$ cat src/rtl/counter_sample_capture.sv
// Capture FIFO for the counter selector output: stores {sel,value} samples,
// drains them through a show-ahead valid/ready port, and flags threshold hits and drops.
module counter_sample_capture #(
    parameter int DATA_W = 8,
    parameter int SEL_W  = 2,
    parameter int DEPTH  = 8
) (
    input  logic                      clk,
    input  logic                      rst_n,
    input  logic [DATA_W-1:0]         in_data,
    input  logic [SEL_W-1:0]          in_sel,
    input  logic                      cap_en,
    input  logic [DATA_W-1:0]         thr,
    input  logic                      clr_ovf,
    output logic                      out_valid,
    input  logic                      out_ready,
    output logic [SEL_W+DATA_W-1:0]   out_data,
    output logic [$clog2(DEPTH):0]    count,
    output logic                      full,
    output logic                      empty,
    output logic                      overflow,
    output logic                      thr_hit
);

    localparam int PTR_W = $clog2(DEPTH);
    localparam int CNT_W = PTR_W + 1;
    localparam int ENT_W = SEL_W + DATA_W;
    localparam logic [PTR_W-1:0] PTR_ONE   = PTR_W'(1);
    localparam logic [CNT_W-1:0] CNT_ONE   = CNT_W'(1);
    localparam logic [CNT_W-1:0] CNT_DEPTH = CNT_W'(DEPTH);

    logic [ENT_W-1:0] mem_q [DEPTH];

    logic [PTR_W-1:0] wr_ptr_q, wr_ptr_d;
    logic [PTR_W-1:0] rd_ptr_q, rd_ptr_d;
    logic [CNT_W-1:0] count_q, count_d;
    logic             overflow_q, overflow_d;
    logic             thr_hit_q, thr_hit_d;
    logic             push, pop, drop;

    assign empty     = (count_q == '0);
    assign full      = (count_q == CNT_DEPTH);
    assign out_valid = ~empty;
    assign count     = count_q;
    assign overflow  = overflow_q;
    assign thr_hit   = thr_hit_q;
    assign out_data  = empty ? '0 : mem_q[rd_ptr_q];

    always_comb begin
        pop  = out_valid & out_ready;
        // A full FIFO still accepts a capture when the head leaves in the same cycle.
        push = cap_en & (~full | pop);
        drop = cap_en & full & ~pop;

        wr_ptr_d = push ? wr_ptr_q + PTR_ONE : wr_ptr_q;
        rd_ptr_d = pop  ? rd_ptr_q + PTR_ONE : rd_ptr_q;

        case ({push, pop})
            2'b10:   count_d = count_q + CNT_ONE;
            2'b01:   count_d = count_q - CNT_ONE;
            default: count_d = count_q;
        endcase

        // A drop in the same cycle as a clear leaves the flag set.
        if (drop)
            overflow_d = 1'b1;
        else if (clr_ovf)
            overflow_d = 1'b0;
        else
            overflow_d = overflow_q;

        thr_hit_d = cap_en & (in_data == thr);
    end

    always_ff @(posedge clk or negedge rst_n) begin
        if (!rst_n) begin
            wr_ptr_q   <= '0;
            rd_ptr_q   <= '0;
            count_q    <= '0;
            overflow_q <= 1'b0;
            thr_hit_q  <= 1'b0;
        end else begin
            wr_ptr_q   <= wr_ptr_d;
            rd_ptr_q   <= rd_ptr_d;
            count_q    <= count_d;
            overflow_q <= overflow_d;
            thr_hit_q  <= thr_hit_d;
        end
    end

    always_ff @(posedge clk) begin
        if (push)
            mem_q[wr_ptr_q] <= {in_sel, in_data};
    end

endmodule
$ cat config.mk
export PLATFORM = sky130hd
export DESIGN_NAME = counter_sample_capture
export DESIGN_NICKNAME = d
export VERILOG_FILES = /design/src/rtl/counter_sample_capture.sv
export SDC_FILE = /design/constraint.sdc
export NUM_CORES = 1
export LEC_CHECK = 0
export CORE_MARGIN = 5
export CORE_UTILIZATION = 45
export CTS_CLUSTER_SIZE = 30
export DETAILED_ROUTE_END_ITERATION = 8
export PLACE_DENSITY = 0.69
export SLEW_MARGIN = 20
export SYNTH_ARGS = -nofsm -noshare
export SYNTH_HDL_FRONTEND = slang
export SYNTH_SLANG_ARGS = --single-unit
$ cat constraint.sdc
create_clock -name clk -period 2.3 [get_ports clk]
set_input_delay 0.23 -clock clk [delete_from_list [all_inputs] [get_ports clk]]
set_output_delay 0.23 -clock clk [all_outputs]
set_load 0.005 [all_outputs]
==> results.yml, run 1 <==
sta:
  fin_skew_ns: 0.00940
  whs_ns: 0.230
  rsz0062_at_grt: "true"
  finalWorstSetupSlack_ns: -0.00513
  period_needed_ns: 2.31
  worst_pin_slew_ns: 0.807
  max_freq_mhz: 434
  final-max-slew-violation-count: 0
  hold_viol_final: 0
  setup_viol: 1
  relSlewSlack_pct: 45.8
  fin_crit_sh_pct: 100
global_routing:
  grt_max_degree: 16
  grt.total_usage_pct: 15.9
  overflow: 0
  grt_pass1_wl_mm: 11.9
  grt_pass1_vias: 2169
  antenna_found_initial: 0
cts:
  cts_buffers: 9
  cts_buffer_depth: 2
  clkTransAtPathRegs_ns: 0.09
  cts_sinks: 92
  h-tree-depth: 3
  cts_root_buf: "clkbuf_8"
  clk_latency_ns: 0.35
  cts_tree: "done"
power:
  leakage_nw: 1.73
  power_density_nw_per_um2: 1160
  p_switching_w: 0.00169
  p_seq_share_pct: 40.7
  p_int_w: 0.00390
  fin_total_pwr_w: 0.00559
  switching_share_pct: 30.3
  peakVddDrop_uv: 506
  p_clk_share_pct: 19.0
  p_comb_share_pct: 40.3
synth:
  synthTopCellsByArea: "edfxtp_1 (64%), mux4_2 (12%), dfrtp_1 (7.9%)"
  synth_most_common_cell: "edfxtp_1"
  synth.distinct_cells: 31
  yosysTopAreaCellShare_pct: 63.5
  synthesis.area_um2: 3780
  yosysTopAreaCell: "edfxtp_1"
  async_flop_share_pct: 13.0
  synth_seq_cells: 92
  syn_avg_cell_area_um2: 18.7
  yosysWarnings: 0
  syn_nets: 230
  ys_top_cells_by_count: "edfxtp_1 (80), mux4_2 (20), nor2_1 (15)"
  synth_edf_count: 80
  ys.flop_type: "edfxtp_1"
  synth_cells: 202
  synth-seq-area-share_pct: 71.5
setup_path:
  cp_data_required_time_ns: 2.58
  end_kind: "register"
  critPathKind: "reg -> reg"
  startpoint_type: "register"
  worst_ep_arrival_time_ns: 2.58
  regToRegSetupSlack_ns: -0.005
  cp_max_fo: 3
floorplanning:
  die_y_um: 102
  die-width_um: 102
  core_um2: 8220
  pin_count: 42
  initial_core_util_pct: 46.0
  row_count: 33
  dieArea_um2: 10300
placed_design:
  place_hpwl_mm: 4.96
  gp_congestion: 0.798
  io_buffers: 41
  pre_cts_slack_ns: -0.122
job:
  cap_violations: 0
drt:
  firstDrtPassIters: 4
  final_antenna_net_count: 0
  drtIter0Drc: 109
  drc: 0
  routed_via_density: 5.23
  totalWireLength_mm: 7.68
  wl_per_cell_um: 19.6
  vias: 2044
final_layout:
  fill_cells: 628
  final_core_util_pct: 58.7
  num_antenna_cells: 0
  synthToLayoutAreaGrowth_pct: 27.6
  final_nets: 309
  drive_gt1_share_pct: 32.5
hold_path:
  holdCritPathClass: "in -> async"
outcome:
  failed_checks: "negative setup slack"
  status: "complete, but fails checks"
-- path summary, 6_finish.rpt --
kind | endpoint | from | cells after the start
hold reg to reg | overflow | overflow | 2
setup reg to reg | count[2] | count[0] | 11
min in group clk | overflow | clr_ovf | 2
setup / recovery | count[2] | count[0] | 11
max in group asynchronous | rd_ptr_q[0] | rst_n | 1
hold / removal | count[3] | rst_n | 1
-- critical path, cell delays in order, from the launching register on --
cell	delay, ns
dfrtp_1	0.40
buf_4	0.13
or4b_4	0.47
o21a_1	0.22
inv_2	0.10
ha_4	0.14
xor2_1	0.15
ha_2	0.20
a21oi_2	0.04
xor2_1	0.13
nor2_1	0.11
xor2_1	0.15
-- per-stage QoR --
step	TNS [ns]	instance area (um^2)	std cells
after CTS	-0.0639	4780	388
after global placement	-2.72	4520	363
after global routing	-0.312	4830	391
after detailed placement	-0.297	4520	363
after floorplan	-0.133	3800	202
final	-0.00513	4830	391
-- flip-flops by register name, indices dropped and copies added (netlist names) --
name and cells:
count 4, thr_hit 1, rd_ptr_q 3, wr_ptr_q 3, overflow 1, mem_q 80
-- cell type report --
type | count | area (um^2) | share of cell area (%)
repair buffers | 75 | 701 | 14.5
multi-input cells | 98 | 1080 | 22.3
clock buffers | 10 | 128 | 2.64
inverters | 5 | 18.8 | 0.389
well taps | 105 | 131 | 2.72
flip-flops and latches | 92 | 2710 | 56.1
clock inverters | 6 | 63.8 | 1.32
-- metal layers --
metal | vias up | track usage (%) | wire, um | share of wire, %
met5 | - | 0 | 0 | 0
met4 | 0 | 4.91 | 108 | 1.4
li1 | 943 | - | - | -
met2 | 56 | 26.0 | 3880 | 51
met3 | 8 | 3.17 | 410 | 5.3
met1 | 1037 | 21.7 | 3280 | 43
-- kinds of logic after synthesis --
logic type / count (synthesis) / synth area share, %
flops: 92 / 71.5
buf+inv: 12 / 1.49
simple gates: 38 / 5.03
xor+xnor: 17 / 3.94
mux: 32 / 15.3
compound gates: 6 / 1.16
fa+ha+maj: 5 / 1.65
-- placed cells by master (no fill, tap or decap), drive strengths merged, types with 2 or more instances in the layout --
cell type / synthesis / final
mux2i: 10 / 10
inv: 5 / 6
ha: 5 / 5
buf: 4 / 33
xor2: 6 / 6
mux4: 20 / 20
clkinvlp: 0 / 2
nor4: 2 / 2
clkbuf: 3 / 13
clkdlybuf4s50: 0 / 29
nand2b: 3 / 3
mux2: 2 / 2
nor2: 15 / 15
dfrtp: 12 / 12
clkdlybuf4s15: 0 / 3
edfxtp: 80 / 80
dlygate4sd2: 0 / 6
nor3: 4 / 4
clkinv: 0 / 2
nand2: 7 / 7
a21oi: 2 / 2
xnor2: 11 / 11
-- what timing repair did --
item / in CTS / in global routing
cloned: 0 / 1
pin swaps: 10 / 6
endpoints found under the setup margin: 14 / 13
gates resized for setup: 22 / 7
hold buffers: 0 / 0
setup buffers: 10 / 2
-- power groups by stage --
stage / Combinational (W) / Sequential, W / Clock (W)
floorplan: 0.00118 / 0.00231 / 0
global placement: 0.00221 / 0.00229 / 0
detailed placement: 0.00224 / 0.00230 / 0
CTS: 0.00223 / 0.00227 / 0.00108
global route: 0.00246 / 0.00231 / 0.00116
finish: 0.00226 / 0.00228 / 0.00106
(Power assumes the default switching activity.)
==> run 2: changes to the inputs <==
--- a/config.mk
+++ b/config.mk
@@ -9,7 +9,7 @@
 export CORE_UTILIZATION = 45
 export CTS_CLUSTER_SIZE = 30
 export DETAILED_ROUTE_END_ITERATION = 8
-export PLACE_DENSITY = 0.69
+export PLACE_DENSITY = 0.75
 export SLEW_MARGIN = 20
 export SYNTH_ARGS = -nofsm -noshare
 export SYNTH_HDL_FRONTEND = slang
==> results.yml, run 2 (synthesis gave the netlist of run 1 again) <==
drt:
  drtIter0Drc: 100
  routed_via_density: 5.30
  firstDrtPassIters: 4
  wl_per_cell_um: 19.6
  final_antenna_net_count: 0
  drc: 0
  vias: 2050
  totalWireLength_mm: 7.60
sta:
  rsz0062_at_grt: "true"
  max_freq_mhz: 435
  relSlewSlack_pct: 32.0
  final-max-slew-violation-count: 0
  fin_skew_ns: 0.00853
  setup_viol: 0
  period_needed_ns: 2.30
  whs_ns: 0.246
  fin_crit_sh_pct: 99.9
  hold_viol_final: 0
  worst_pin_slew_ns: 1.02
floorplanning:
  pin_count: 42
  die_y_um: 102
  dieArea_um2: 10300
  die-width_um: 102
  initial_core_util_pct: 46.0
  core_um2: 8220
  row_count: 33
final_layout:
  final_core_util_pct: 58.9
  final_nets: 306
  multi_input_area_um2: 1080
  synthToLayoutAreaGrowth_pct: 28.0
  largest_register_ffs: 80
  fill_cells: 600
  final_cells: 387
  final_cell_mix: "edfxtp_1 (80), clkdlybuf4s50_1 (30), buf_4 (26)"
  num_antenna_cells: 0
  regMostFlops: "mem_q"
  final_common_cell: "edfxtp_1"
  regArea_um2: 2710
  drive_gt1_share_pct: 30.9
placed_design:
  io_buffers: 41
  gp_congestion: 0.690
  place_hpwl_mm: 4.87
  dp.cells: 359
global_routing:
  grt_pass1_wl_mm: 12.0
  grt_max_degree: 23
  grt_pass1_vias: 2197
  overflow: 0
  grt.total_usage_pct: 16.0
  antenna_found_initial: 0
job:
  cap_violations: 0
power:
  peakVddDrop_uv: 615
  power_density_nw_per_um2: 1180
  leakage_nw: 1.72
hold_path:
  holdCritPathClass: "in -> async"
setup_path:
  end_kind: "register"
  startpoint_type: "register"
  cp_data_required_time_ns: 2.54
  worst_ep_arrival_time_ns: 2.54
  cp_max_fo: 4
  critPathKind: "reg -> reg"
cts:
  cts_sinks: 92
  cts_tree: "done"
  cts_buffers: 9
  cts_buffer_depth: 2
  h-tree-depth: 3
  clk_latency_ns: 0.36
  clkTransAtPathRegs_ns: 0.09
  cts_root_buf: "clkbuf_8"
  cts.hold.buffers_added: 0
outcome:
  status: "completed"
==> run 2: final timing paths <==
path	cells past startpoint	endpoint	slack [ns]	start
worst max-delay path	9	count[2]	0.003	count[1]
worst min-delay path	1	wr_ptr_q[0]	0.25	rst_n
worst max register to register	9	count[2]	0.003	count[1]
worst min register to register	2	overflow	0.57	overflow
max in group asynchronous	1	rd_ptr_q[0]	1.63	rst_n
min in group clk	2	overflow	0.48	clr_ovf
==> run 2: timing repair <==
item	4_1_cts	5_1_grt
setup endpoints to repair	13	14
pin swaps	7	5
setup buffers	7	6
cloned	1	0
hold endpoints to repair	0	0
resized for setup	21	6
==> run 2: worst max-delay path: stages (launching register included) <==
cell,delay (ns)
dfrtp_2,0.42
or4_4,0.55
and2_4,0.21
ha_4,0.16
xor2_1,0.15
ha_2,0.18
a21oi_2,0.12
xor2_1,0.16
nor2_1,0.07
xor2_1,0.16
==> run 2: final cells by class <==
cell class / count / share of cell area (%)
flip-flops and latches: 92 / 55.9
multi-input cells: 98 / 22.2
repair buffers: 72 / 14.2
well taps: 105 / 2.71
clock buffers: 9 / 2.56
clock inverters: 6 / 1.94
inverters: 5 / 0.439
==> run 2: report_power, final <==
part           switching, W  internal [W]  leakage (nW)
clock              0.000564      0.000618         0.107
sequential         0.000154       0.00213         0.869
combinational      0.000983       0.00129         0.744
==> run 2: metal layers <==
metal / GRT usage [%] / share of wire, % / routed length [um] / vias up
met3: 2.55 / 4.5 / 344 / 7
met5: 0 / 0 / 0 / -
met2: 27.2 / 52 / 3930 / 53
met4: 6.24 / 1.6 / 121 / 0
met1: 20.7 / 42 / 3210 / 1055
li1: - / - / - / 935
==> run 2: per-stage QoR <==
stage	total power, W	setup TNS, ns	area, um^2	setup slack, ns
after floorplan	0.00349	-0.133	3800	-0.0177
after global placement	0.00447	-0.00761	4490	-0.00761
after detailed placement	0.00452	-0.444	4490	-0.0842
after CTS	0.00578	-0.0143	4810	-0.0143
after global routing	0.00607	-0.0682	4840	-0.0682
final	0.00573	0	4840	0.00326
